File: src/rtl/metis_aer_pkg.sv
// Shared AER input definitions: per-channel handshake state and event record width.
package metis_aer_pkg;

    typedef enum logic {
        CH_IDLE  = 1'b0,
        CH_ACKED = 1'b1
    } ch_state_e;

    // Event record is {address, target flag, channel index}.
    function automatic int ev_rec_width(input int m, input int nch);
        return m + $clog2(nch) + 1;
    endfunction

endpackage

File: src/rtl/aer_fifo.sv
// First-word-fall-through event FIFO with registered outputs.
// An entry becomes visible on dout one cycle after it is pushed; level counts
// every stored entry including the one currently presented on dout.
module aer_fifo
    import metis_aer_pkg::*;
#(
    parameter int WIDTH = 8,
    parameter int DEPTH = 8
) (
    input  logic                     clk,
    input  logic                     rst,
    input  logic                     push,
    input  logic [WIDTH-1:0]         din,
    input  logic                     pop,
    output logic [WIDTH-1:0]         dout,
    output logic                     valid,
    output logic                     full,
    output logic                     empty,
    output logic [$clog2(DEPTH):0]   level
);

    localparam int AW = $clog2(DEPTH);
    localparam logic [AW-1:0] PTR_ONE = 1;
    localparam logic [AW:0]   CNT_ONE = 1;
    localparam logic [AW:0]   CNT_MAX = DEPTH;

    logic [WIDTH-1:0] mem_q [DEPTH];
    logic [AW-1:0]    wr_ptr_q, wr_ptr_d;
    logic [AW-1:0]    rd_ptr_q, rd_ptr_d;
    logic [AW:0]      count_q, count_d;
    logic [AW:0]      remain;
    logic [WIDTH-1:0] dout_q, dout_d;
    logic             valid_q, valid_d;
    logic             do_push, do_pop;

    assign full  = (count_q == CNT_MAX);
    assign empty = (count_q == '0);
    assign level = count_q;
    assign dout  = dout_q;
    assign valid = valid_q;

    // Pointer/count update and selection of the next registered head entry.
    always_comb begin
        do_push  = push && !full;
        do_pop   = pop && valid_q;
        wr_ptr_d = wr_ptr_q;
        rd_ptr_d = rd_ptr_q;
        if (do_push) wr_ptr_d = wr_ptr_q + PTR_ONE;
        if (do_pop)  rd_ptr_d = rd_ptr_q + PTR_ONE;
        count_d  = count_q + (do_push ? CNT_ONE : '0) - (do_pop ? CNT_ONE : '0);
        // Only entries written before this edge may be presented, so a fresh
        // push never reaches dout in the same cycle; level 0 forces valid low.
        remain   = count_q - (do_pop ? CNT_ONE : '0);
        valid_d  = (remain != '0);
        dout_d   = valid_d ? mem_q[rd_ptr_d] : '0;
    end

    // Storage array; written only when space exists, so the head slot is never overwritten.
    always_ff @(posedge clk) begin
        if (do_push) mem_q[wr_ptr_q] <= din;
    end

    // Control and output registers.
    always_ff @(posedge clk or posedge rst) begin
        if (rst) begin
            wr_ptr_q <= '0;
            rd_ptr_q <= '0;
            count_q  <= '0;
            dout_q   <= '0;
            valid_q  <= 1'b0;
        end else begin
            wr_ptr_q <= wr_ptr_d;
            rd_ptr_q <= rd_ptr_d;
            count_q  <= count_d;
            dout_q   <= dout_d;
            valid_q  <= valid_d;
        end
    end

endmodule

File: src/rtl/aer_in_arbiter.sv
// Multi-channel AER input: synchronises 4-phase requests, round-robin grants one
// pending channel per cycle into an event FIFO, and acknowledges the granted channel.
module aer_in_arbiter
    import metis_aer_pkg::*;
#(
    parameter int M     = 8,
    parameter int NCH   = 4,
    parameter int DEPTH = 8
) (
    input  logic                     CLK,
    input  logic                     RST,
    input  logic [NCH*M-1:0]         AERIN_ADDR,
    input  logic [NCH-1:0]           AERIN_REQ,
    output logic [NCH-1:0]           AERIN_ACK,
    input  logic [NCH-1:0]           AERIN_TAR_EN,
    input  logic [NCH-1:0]           CH_MASK,
    output logic                     EV_VALID,
    input  logic                     EV_READY,
    output logic [M-1:0]             EV_ADDR,
    output logic [$clog2(NCH)-1:0]   EV_CH,
    output logic                     EV_TAR,
    output logic [$clog2(DEPTH):0]   FIFO_LEVEL
);

    localparam int CW = $clog2(NCH);
    localparam int EW = ev_rec_width(M, NCH);
    localparam logic [CW:0]   NCH_W   = NCH;
    localparam logic [CW-1:0] CH_LAST = NCH - 1;
    localparam logic [CW-1:0] CH_ONE  = 1;

    logic [NCH-1:0] sync1_q, sync1_d;
    logic [NCH-1:0] sync2_q, sync2_d;
    ch_state_e      state_q [NCH];
    ch_state_e      state_d [NCH];
    logic [CW-1:0]  rr_q, rr_d;

    logic [NCH-1:0] pending;
    logic           grant_vld;
    logic [CW-1:0]  grant_ch;
    logic [CW:0]    arb_sum;
    logic [CW-1:0]  arb_idx;
    logic [EW-1:0]  push_rec;
    logic [EW-1:0]  fifo_dout;
    logic           fifo_full, fifo_empty, fifo_pop;

    // Two-stage request synchroniser; only sync2_q is used by the logic.
    always_comb begin
        sync1_d = AERIN_REQ;
        sync2_d = sync1_q;
    end

    // Round-robin search from rr_q; grants are withheld while the FIFO is full.
    always_comb begin
        for (int i = 0; i < NCH; i++)
            pending[i] = sync2_q[i] && (state_q[i] == CH_IDLE) && CH_MASK[i];
        grant_vld = 1'b0;
        grant_ch  = '0;
        arb_sum   = '0;
        arb_idx   = '0;
        for (int j = 0; j < NCH; j++) begin
            arb_sum = {1'b0, rr_q} + (CW+1)'(j);
            if (arb_sum >= NCH_W) arb_sum = arb_sum - NCH_W;
            arb_idx = arb_sum[CW-1:0];
            if (!grant_vld && pending[arb_idx] && !fifo_full) begin
                grant_vld = 1'b1;
                grant_ch  = arb_idx;
            end
        end
        rr_d = rr_q;
        if (grant_vld) rr_d = (grant_ch == CH_LAST) ? '0 : grant_ch + CH_ONE;
        push_rec = {AERIN_ADDR[grant_ch*M +: M], AERIN_TAR_EN[grant_ch], grant_ch};
    end

    // Per-channel handshake FSM: grant raises ACK, a synchronised REQ low drops it.
    // The mask only gates new grants, so an acknowledged channel always completes.
    always_comb begin
        for (int i = 0; i < NCH; i++) begin
            state_d[i] = state_q[i];
            case (state_q[i])
                CH_IDLE:  if (grant_vld && grant_ch == CW'(i)) state_d[i] = CH_ACKED;
                CH_ACKED: if (!sync2_q[i])                     state_d[i] = CH_IDLE;
                default:                                       state_d[i] = CH_IDLE;
            endcase
            AERIN_ACK[i] = (state_q[i] == CH_ACKED);
        end
    end

    // Synchroniser, channel state and round-robin pointer registers.
    always_ff @(posedge CLK or posedge RST) begin
        if (RST) begin
            sync1_q <= '0;
            sync2_q <= '0;
            rr_q    <= '0;
            for (int i = 0; i < NCH; i++) state_q[i] <= CH_IDLE;
        end else begin
            sync1_q <= sync1_d;
            sync2_q <= sync2_d;
            rr_q    <= rr_d;
            for (int i = 0; i < NCH; i++) state_q[i] <= state_d[i];
        end
    end

    assign fifo_pop = EV_VALID && EV_READY && !fifo_empty;

    aer_fifo #(
        .WIDTH (EW),
        .DEPTH (DEPTH)
    ) u_fifo (
        .clk   (CLK),
        .rst   (RST),
        .push  (grant_vld),
        .din   (push_rec),
        .pop   (fifo_pop),
        .dout  (fifo_dout),
        .valid (EV_VALID),
        .full  (fifo_full),
        .empty (fifo_empty),
        .level (FIFO_LEVEL)
    );

    assign EV_ADDR = fifo_dout[EW-1 -: M];
    assign EV_TAR  = fifo_dout[CW];
    assign EV_CH   = fifo_dout[CW-1:0];

endmodule

File: config.mk
export PLATFORM = sky130hd
export DESIGN_NAME = aer_in_arbiter
export DESIGN_NICKNAME = d
export VERILOG_FILES = /design/src/rtl/metis_aer_pkg.sv /design/src/rtl/aer_fifo.sv /design/src/rtl/aer_in_arbiter.sv
export SDC_FILE = /design/constraint.sdc
export NUM_CORES = 1
export LEC_CHECK = 0
export CORE_MARGIN = 2
export CORE_UTILIZATION = 52
export CTS_BUF_LIST = sky130_fd_sc_hd__clkbuf_8
export DETAILED_ROUTE_END_ITERATION = 10
export GPL_TIMING_DRIVEN = 0
export PLACE_DENSITY = 0.86
export SLEW_MARGIN = 20
export SYNTH_ARGS = -nofsm -noshare
export SYNTH_HDL_FRONTEND = slang
export SYNTH_SLANG_ARGS = --single-unit
File: constraint.sdc
create_clock -name CLK -period 2.81 [get_ports CLK]
set_input_delay 0.7025 -clock CLK [delete_from_list [all_inputs] [get_ports CLK]]
set_output_delay 0.7025 -clock CLK [all_outputs]
set_load 0.01 [all_outputs]
Yosys cells after proc, flatten, opt, wreduce, memory -nomap -nowiden

Memory sizes are Yosys's and may differ from the RTL's.
Cells that the tools add are included.

Logic and storage cells: 116
Register bits after elaboration: 36
Output and inout bits: 20
Input bits: 47
Memories: 1
Bits in writable memories: 88

Memory list:

| name         | words | width | read ports | clocked after memory_dff | wr ports | line           | text |
|---|---|---|---|---|---|---|---|
| u_fifo.mem_q | 8     | 11    | 1          | 0                        | 1        | aer_fifo.sv:27 | `logic [WIDTH-1:0] mem_q [DEPTH];` |

Eq/ne operators: 4
$add $sub $neg: 13
Muxes and demuxes: 41
Shifts and indexed selects: 1
Reductions and logical operators: 31
Bitwise logic cells: 4
Magnitude comparators: 9

Operator list:

| operator            | count |
|---|---|
| $shiftx 32x6->8     | 1 |
| $logic_and 1x1->1   | 23 |
| $mux 1              | 21 |
| $mux 2              | 9 |
| $lt 2x3->1 const B  | 5 |
| $mux 11             | 1 |
| $bmux 1 s2          | 5 |
| $ge 3x3->1 const B  | 3 |
| $pmux 1 s2          | 4 |
| $sub 2x1->2 const B | 4 |
| $sub 4x4->4         | 2 |
| $add 2x2->3 const B | 2 |
| $add 3x1->3 const B | 2 |
| $logic_not 1->1     | 5 |
| $add 4x4->4         | 1 |
| $eq 2x2->1 const B  | 2 |
| $eq 4x4->1 const B  | 1 |
| $logic_not 4->1     | 1 |
| $not 1->1           | 4 |
| $reduce_bool 4->1   | 1 |
| $add 2x1->3 const B | 1 |
| $ge 2x3->1 const B  | 1 |
| $mux 3              | 1 |
| $add 2x1->2 const B | 1 |
| other kinds (2)     | 2 |

Depth between registers and ports, before layout

Gate-level depths: netlist of the first run.

Depth in word-level cells: 23
Mapped depth: 11
Gate-level depth less buffers: 10

Hierarchy

Synthesis of the first run repeated with hierarchy kept, for this count alone.

Cell total of the unflattened synthesis: 372
Area total of the unflattened synthesis: 5,532.8 um2

Modules (own cells, without submodules):

| module         | area each (um2) | cells each | sequential area each (um2) | instances |
|---|---|---|---|---|
| aer_fifo       | 4,490.6         | 276        | 3,193.1                    | 1 |
| aer_in_arbiter | 1,042.2         | 96         | 350.3                      | 1 |

Worst setup path after synthesis of the first run

No wires, ideal clock.

Path type: input port to flip-flop
From: input CH_MASK[3]
To: memory u_fifo.mem_q[1][0] in the netlist's numbering, enable pin
Stages on the path: 7
Setup time: 0.393 ns
Path buffers: 2
Arrival: 2.484 ns
Required time: 2.417 ns
Path slack: -0.067 ns
Cells stage by stage: and3b_1 buf_2 nor2_1 a31oi_1 clkbuf_1 nand2_1 nor3_1

Cells in the longest elaborated chain, start to end: 20
Elaborated cells between the ends (all ways): 26
Those cells by class: mux: 14; reduce/logical: 12

Ends and longest elaborated chain:

| item                           | line                 | text |
|---|---|---|
| start: declaration             | aer_in_arbiter.sv:16 | `input logic [NCH-1:0] CH_MASK,` |
| $logic_and 1x1->1 *            | aer_in_arbiter.sv:55 | `pending[i] = sync2_q[i] && (state_q[i] == CH_IDLE) && CH_MASK[i];` |
| $bmux 1 s2                     | aer_in_arbiter.sv:64 | `if (!grant_vld && pending[arb_idx] && !fifo_full) begin` |
| $mux 1 (implied by the code)   | aer_in_arbiter.sv:64 |  |
| $logic_and 1x1->1              | aer_in_arbiter.sv:64 |  |
| $mux 1                         | aer_in_arbiter.sv:64 |  |
| $logic_not 1->1                | aer_in_arbiter.sv:64 |  |
| $logic_and 1x1->1 (2 in a row) | aer_in_arbiter.sv:64 |  |
| $mux 1                         | aer_in_arbiter.sv:64 |  |
| (+3 left out)                  | --                   |  |
| $mux 1                         | aer_in_arbiter.sv:64 |  |
| $logic_not 1->1                | aer_in_arbiter.sv:64 |  |
| $logic_and 1x1->1 (2 in a row) | aer_in_arbiter.sv:64 |  |
| $mux 1 *                       | aer_in_arbiter.sv:64 |  |
| $logic_and 1x1->1 *            | aer_fifo.sv:44       | `do_push = push && !full;` |
| named net u_fifo.do_push       | aer_fifo.sv:34       | `logic do_push, do_pop;` |
| $mux 1 *                       | aer_fifo.sv:60       | `if (do_push) mem_q[wr_ptr_q] <= din;` |
| $mux 1 (implied by the code) * | aer_fifo.sv:60       |  |
| end: declaration               | aer_fifo.sv:27       |  |

Mark *: on every way through the listed nets, which the timed path passes. The rest lies on a longest branch. The select of a mux whose other input is x is not followed.

Worst setup path in the final report of the first run

From: input CH_MASK[0]
To: memory u_fifo.mem_q[6][5] in the netlist's numbering, data pin

Cells in the longest elaborated chain, start to end: 18
Elaborated cells between the ends (all ways): 27
Those cells by class: shift: 1; mux: 15; reduce/logical: 11

Ends and longest elaborated chain:

| item                           | line                 | text |
|---|---|---|
| $logic_and 1x1->1 *            | aer_in_arbiter.sv:55 |  |
| $bmux 1 s2                     | aer_in_arbiter.sv:64 |  |
| $mux 1 (implied by the code)   | aer_in_arbiter.sv:64 |  |
| $logic_and 1x1->1              | aer_in_arbiter.sv:64 |  |
| $mux 1                         | aer_in_arbiter.sv:64 |  |
| $logic_not 1->1                | aer_in_arbiter.sv:64 |  |
| $logic_and 1x1->1 (2 in a row) | aer_in_arbiter.sv:64 |  |
| $mux 1                         | aer_in_arbiter.sv:64 |  |
| $logic_not 1->1                | aer_in_arbiter.sv:64 |  |
| $logic_and 1x1->1 (2 in a row) | aer_in_arbiter.sv:64 |  |
| $mux 1                         | aer_in_arbiter.sv:64 |  |
| $logic_not 1->1                | aer_in_arbiter.sv:64 |  |
| $logic_and 1x1->1 (2 in a row) | aer_in_arbiter.sv:64 |  |
| $mux 2 *                       | aer_in_arbiter.sv:64 |  |
| $shiftx 32x6->8 *              | aer_in_arbiter.sv:71 | `push_rec = {AERIN_ADDR[grant_ch*M +: M], AERIN_TAR_EN[grant_ch], grant_ch};` |
| named net push_rec[5]          | aer_in_arbiter.sv:42 | `logic [EW-1:0] push_rec;` |

Marks and branches as above.

==> results of run 1 <==
[critical path, cell delays in order]
cell	delay, ps
clkdlybuf4s50_1	460
and3b_2	250
nor4_2	300
o21ai_2	140
a311oi_4	320
buf_4	210
buf_12	150
mux2i_1	280
mux2i_4	160
[final cells by class]
class	instances	share of cell area, %
plain buffers	13	1.42
well taps	133	2.37
repair buffers	87	12.5
inverters	12	0.641
clock inverters	15	2.05
flip-flops and latches	124	50.4
multi-input cells	164	27.3
clock buffers	17	3.33
[cells by family after synthesis]
family / Yosys count / synth area share [%]
adders and majority gates: 15 / 3.67
buffers and inverters: 26 / 2.56
xor gates and xnor gates: 8 / 1.46
and+or+nand+nor: 55 / 5.74
AOI/OAI and AO/OA: 34 / 4.92
muxes: 52 / 15.0
DFF: 124 / 66.6
[state kept, by name, summed over array words and instances, names as in the netlist]
| name | cells |
|---|---|
| rr_q | 2 |
| u_fifo.rd_ptr_q | 3 |
| sync1_q | 4 |
| u_fifo.mem_q | 88 |
| u_fifo.valid | 1 |
| u_fifo.wr_ptr_q | 3 |
| u_fifo.dout | 11 |
| sync2_q | 4 |
| AERIN_ACK | 4 |
| u_fifo.level | 4 |
[layer usage]
metal | part of all wire, % | vias up
met5 | 0 | -
li1 | - | 1427
met2 | 51 | 165
met4 | 5.3 | 0
met3 | 7.1 | 47
met1 | 37 | 1652
[through the flow]
| step | TNS (ps) | cell area [um^2] | cells | utilization, % |
|---|---|---|---|---|
| after detailed placement | -108900 | 6200 | 515 | 62.8 |
| after floorplan | 0 | 5320 | 314 | - |
| after CTS | -3650 | 6810 | 561 | 69.0 |
| after global placement | -108490 | 6150 | 513 | 62.3 |
| final | -433 | 7030 | 565 | 71.2 |
| after global routing | -2290 | 7030 | 565 | 71.2 |
[power groups by stage]
stage	Sequential, mW	Combinational, mW	Clock [mW]
floorplan	3.07	2.39	0
global placement	3.03	3.40	0
detailed placement	3.07	3.60	0
CTS	3.05	3.99	1.49
global route	3.11	4.65	1.57
finish	3.06	4.40	1.49
[Yosys cell counts, types with 5 or more instances]
cell type	number
mux2i_1	28
clkbuf_1	5
mux4_2	22
nand2_1	18
a22o_1	11
inv_1	9
edfxtp_1	88
o21ai_0	9
dfrtp_1	36
ha_1	14
nor2_1	12
[how the worst max path moves through the flow]
stage                                     end        from
after floorplan            u_fifo.mem_q[3][0]  CH_MASK[3]
after detailed placement   u_fifo.mem_q[3][9]  CH_MASK[3]
after global placement     u_fifo.mem_q[0][9]  CH_MASK[3]
after global routing      u_fifo.mem_q[6][10]  CH_MASK[0]
after CTS                  u_fifo.mem_q[6][6]  CH_MASK[0]
final                      u_fifo.mem_q[6][5]  CH_MASK[0]
[what timing repair did]
action,in CTS,in global routing
pin swaps,5,6
gates resized for setup,31,38
setup endpoints to repair,137,85
gates cloned,2,1
buffers inserted,12,4
==> impl_results.md, run 1 <==
- Flop-to-flop setup slack: 80 ps
- Hold-critical path endpoint: sync2_q[1]
- GRT overflow: 0
- Vias: 3291
- Die area: 11100 um^2
- Max Slew Vio Count: 0
- Worst Tran Pin Value: 763 ps
- Clk pwr share: 16.6%
- Required @ worst endpoint: 2960 ps
- Crit Path Class: input port to flop
- CTS buffer count: 17
- Max VDD drop: 0.679 mV
- Sequential group share of total power: 34.2%
- Endpoint class of the critical path: flop
- Post-synth top area cell: edfxtp_1
- Vias in the first global route: 3275
- Post-synthesis sequential area ratio: 66.6%
- Initial core utilization: 53.9%
- Pint: 5.76 mW
- # fillers: 575
- Reg clk slew, reported paths: 60 ps
- HPWL Detailed: 7150 um
- Commonest non-fill, non-tap cell in the layout: edfxtp_1
- GRT busiest layer: met2
- Leakage power: 2.61 nW
- Area grow syn2layout: 32.1%
- Failing checks: setup timing
- WHS: 348 ps
- Met1 Use GR: 26.7%
- Met2 usage: 38.2%
- Number of H-tree levels: 4
- Min Tclk post-route: 2830 ps
- R2R cell count: 10
- Worst r2r src: u_fifo.level[2]
- Top FF cell, synth: edfxtp_1
- Largest cells by area after synthesis: edfxtp_1, dfrtp_1, mux4_2, mux2i_1, ha_1
- DRT antenna net count: 0
- Yosys top cell area share: 49.7%
- P per Cell Area: 1270 nW/um^2
- Wire length per cell: 21.8 um
- Synthesis Warnings: 0
- Nets: 481
- Detailed Routing Iterations Pass 1: 7
- Gr usage total: 22.4%
- GPL Wtd Cong: 0.856
- Met3 usage: 5.55%
- Number of synthesized register bits: 124
- Status: complete, but fails checks
- CTS max path bufs: 2
- Most frequent cells in the layout: edfxtp_1, clkdlybuf4s50_1, dfrtp_1, mux4_2
- Largest net degree at the start of global routing: 21
- Clk sinks: 124
- Hold Path Cell Cnt: 0
- Hold Startpoint: sync1_q[1]
- Core Region: 9860 um^2
- Comb pwr share: 49.2%
- Share of cells above drive strength 1: 28.5%
- CP Max Fanout: 8
- Sw Ratio: 35.6%
- Post-Synthesis Cells: 314
- Die height: 105 um
- Synthesized area per cell: 16.9 um^2
- R2R Path End: u_fifo.mem_q[6][5]
- Startpoint Class: input port
- Fin crit share: 101%
- Std-Cell Rows: 36
- Diodes inserted: 0
- First-pass GRT wire length: 17800 um
- Critical path arrival: 2980 ps
- Initial antenna violation count: 0
- Relative slew slack: 48.9%
- CTS tree: yes
- P_sw: 3.19 mW
- Final Hold Fails: 0
- Post-synth EDFFs: 88
- Hold_buf cts: 0
- Max Cap Viol: 0
- Later-pin clock latency in the skew report: 430 ps
- DRT iter0 DRCs: 292
- F_max: 0.353 GHz
- Syn Std Cell Area: 5320 um^2
- Storage element area: 3540 um^2
- Final Setup Violations: 25
- Post-Syn Nets: 376
- Worst Skew: 9.37 ps
- Ys async rst share: 29.0%
- HP Class: flop to flop
- Pre-CTS WS: -1020 ps
- Vias/cell: 5.82
- Num ports: 67
- DRC Markers: 0
- WL final: 12300 um
- Distinct cells, synth: 44
- Die width: 105 um
- Root buffer cell: clkbuf_8
- Port Buf Inserts: 66
- Overall Power: 8.95 mW
- Setup ws final: -24.7 ps
- Multi-input gate area: 1920 um^2
Power figures use the tool's default switching activity.
==> run 2, diff against run 1 <==
SKIP_CTS_REPAIR_TIMING = 1   (was unset)
SLEW_MARGIN = unset   (was 20)
==> impl_results.md, run 2 (same netlist as run 1, synthesis figures left out) <==
- WL final: 11600 um (was 12300 um)
- Die height: 105 um (unchanged)
- Largest reg by FF count: u_fifo.mem_q (unchanged)
- P per Cell Area: 1260 nW/um^2 (was 1270 nW/um^2)
- Die width: 105 um (unchanged)
- Pre-CTS WS: -989 ps (was -1020 ps)
- DRT antenna net count: 0 (unchanged)
- Uppermost layer routed: met4 (unchanged)
- Diodes inserted: 0 (unchanged)
- CTS tree: yes (unchanged)
- Setup ws final: 102 ps (was -24.7 ps)
- Clk sinks: 124 (unchanged)
- Hold-critical path endpoint: sync2_q[1] (unchanged)
- Max VDD drop: 0.554 mV (was 0.679 mV)
- Overall Power: 8.78 mW (was 8.95 mW)
- Fin crit share: 96.4% (was 101%)
- Hold Startpoint: sync1_q[1] (unchanged)
- Std-Cell Rows: 36 (unchanged)
- CTS buffer count: 17 (unchanged)
- CTS max path bufs: 2 (unchanged)
- First-pass GRT wire length: 16400 um (was 17800 um)
- Port Buf Inserts: 66 (unchanged)
- Multi-input gate area: 1850 um^2 (was 1920 um^2)
- Largest net degree at the start of global routing: 37 (was 21)
- Vias in the first global route: 3198 (was 3275)
- Most frequent cells in the layout: edfxtp_1, clkdlybuf4s50_1, dfrtp_1, mux4_2 (unchanged)
- Initial antenna violation count: 0 (unchanged)
- Status: finished clean (was complete, but fails checks)
- WL met1: 4250 um (was 4510 um)
- CP Max Fanout: 8 (unchanged)
- Crit Path Class: flop to flop (was input port to flop)
- F_max: 0.369 GHz (was 0.353 GHz)
- GPL Wtd Cong: 0.856 (unchanged)
- Critical path arrival: 2880 ps (was 2980 ps)
- Hold Path Cell Cnt: 0 (unchanged)
- Root buffer cell: clkbuf_8 (unchanged)
- R2R cell count: 10 (unchanged)
- Num ports: 67 (unchanged)
- GRT overflow: 0 (unchanged)
- Number of H-tree levels: 4 (unchanged)
- Flop-to-flop setup slack: 100 ps (was 80 ps)
- Area grow syn2layout: 30.8% (was 32.1%)
- Endpoint class of the critical path: flop (unchanged)
- Met2 wire len: 6350 um (was 6300 um)
- Worst r2r src: AERIN_ACK[2] (was u_fifo.level[2])
- Length of routed met3 wiring: 796 um (was 877 um)
- Vias/cell: 5.64 (was 5.82)
- Required @ worst endpoint: 2980 ps (was 2960 ps)
- Max reg flops: 88 (unchanged)
- Relative slew slack: 22.2% (was 48.9%)
- Max Slew Vio Count: 0 (unchanged)
- Leakage power: 2.62 nW (was 2.61 nW)
- Worst Tran Pin Value: 1160 ps (was 763 ps)
- RSZ-0062 raised after global routing: no
- Later-pin clock latency in the skew report: 420 ps (was 430 ps)
- # fillers: 594 (was 575)
- Core Region: 9860 um^2 (unchanged)
- Detailed Routing Iterations Pass 1: 5 (was 7)
- Design Area, Final: 6960 um^2 (was 7030 um^2)
- HPWL Detailed: 6780 um (was 7150 um)
- Reg clk slew, reported paths: 70 ps (was 60 ps)
- Final Hold Fails: 0 (unchanged)
- End-of-flow core utilization: 70.5% (was 71.2%)
- Initial core utilization: 53.9% (unchanged)
- Max Cap Viol: 0 (unchanged)
- Wire length per cell: 20.6 um (was 21.8 um)
- Worst Skew: 10.6 ps (was 9.37 ps)
- Final Setup Violations: 0 (was 25)
- R2R Path End: u_fifo.mem_q[3][8] (was u_fifo.mem_q[6][5])
- Share of cells above drive strength 1: 27.4% (was 28.5%)
- Vias: 3178 (was 3291)
- Placed Instance Area: 6170 um^2 (was 6200 um^2)
- DRT iter0 DRCs: 258 (was 292)
- DRC Markers: 0 (unchanged)
- Startpoint Class: flop (was input port)
- HP Class: flop to flop (unchanged)
- Die area: 11100 um^2 (unchanged)
- Storage element area: 3540 um^2 (unchanged)
- Nets: 479 (was 481)
- Gr usage total: 20.4% (was 22.4%)
- Min Tclk post-route: 2710 ps (was 2830 ps)
- Commonest non-fill, non-tap cell in the layout: edfxtp_1 (unchanged)
run 2: how the worst max path moves through the flow:
| stage | from | end | cells past startpoint |
|---|---|---|---|
| after floorplan | CH_MASK[3] | u_fifo.mem_q[3][0] | 7 |
| after global placement | CH_MASK[3] | u_fifo.mem_q[0][9] | 7 |
| after detailed placement | CH_MASK[3] | u_fifo.mem_q[3][4] | 8 |
| after CTS | CH_MASK[3] | u_fifo.mem_q[3][7] | 8 |
| after global routing | u_fifo.level[2] | AERIN_ACK[1] | 13 |
| final | AERIN_ACK[2] | u_fifo.mem_q[3][8] | 10 |
run 2: cell type report:
type / instances / area share, %
buffer: 14 / 1.60
clock buffer: 17 / 3.36
clock inverter: 15 / 2.10
inverter: 12 / 0.647
multi-input combinational: 164 / 26.5
sequential: 124 / 50.9
tap: 133 / 2.39
timing repair buffer: 84 / 12.4
run 2: layer usage:
layer,vias up,global-route usage [%]
li1,1426,-
met1,1597,24.3
met2,138,34.3
met3,17,4.68
met4,0,11.2
met5,-,0
run 2: critical path: stages (launching register included):
cell	delay [ps]
dfrtp_1	420
and3b_1	240
buf_6	120
a21oi_1	60
or3_4	370
a311oi_4	420
buf_4	210
buf_8	140
mux2i_2	220
mux2i_2	90
buf_4	170
run 2: report_power, final:
group | leakage [nW] | internal (mW) | switching, mW
registers | 1.23 | 2.80 | 0.245
clock network | 0.214 | 0.848 | 0.644
logic | 1.17 | 2.06 | 2.18
run 2: per-stage QoR:
stage               cells  hold slack, ps  setup TNS, ps
floorplan             314             331              0
global placement      513             332        -108490
detailed placement    514             335        -110520
CTS                   546             348         -39810
global route          563             370              0
finish                563             347              0
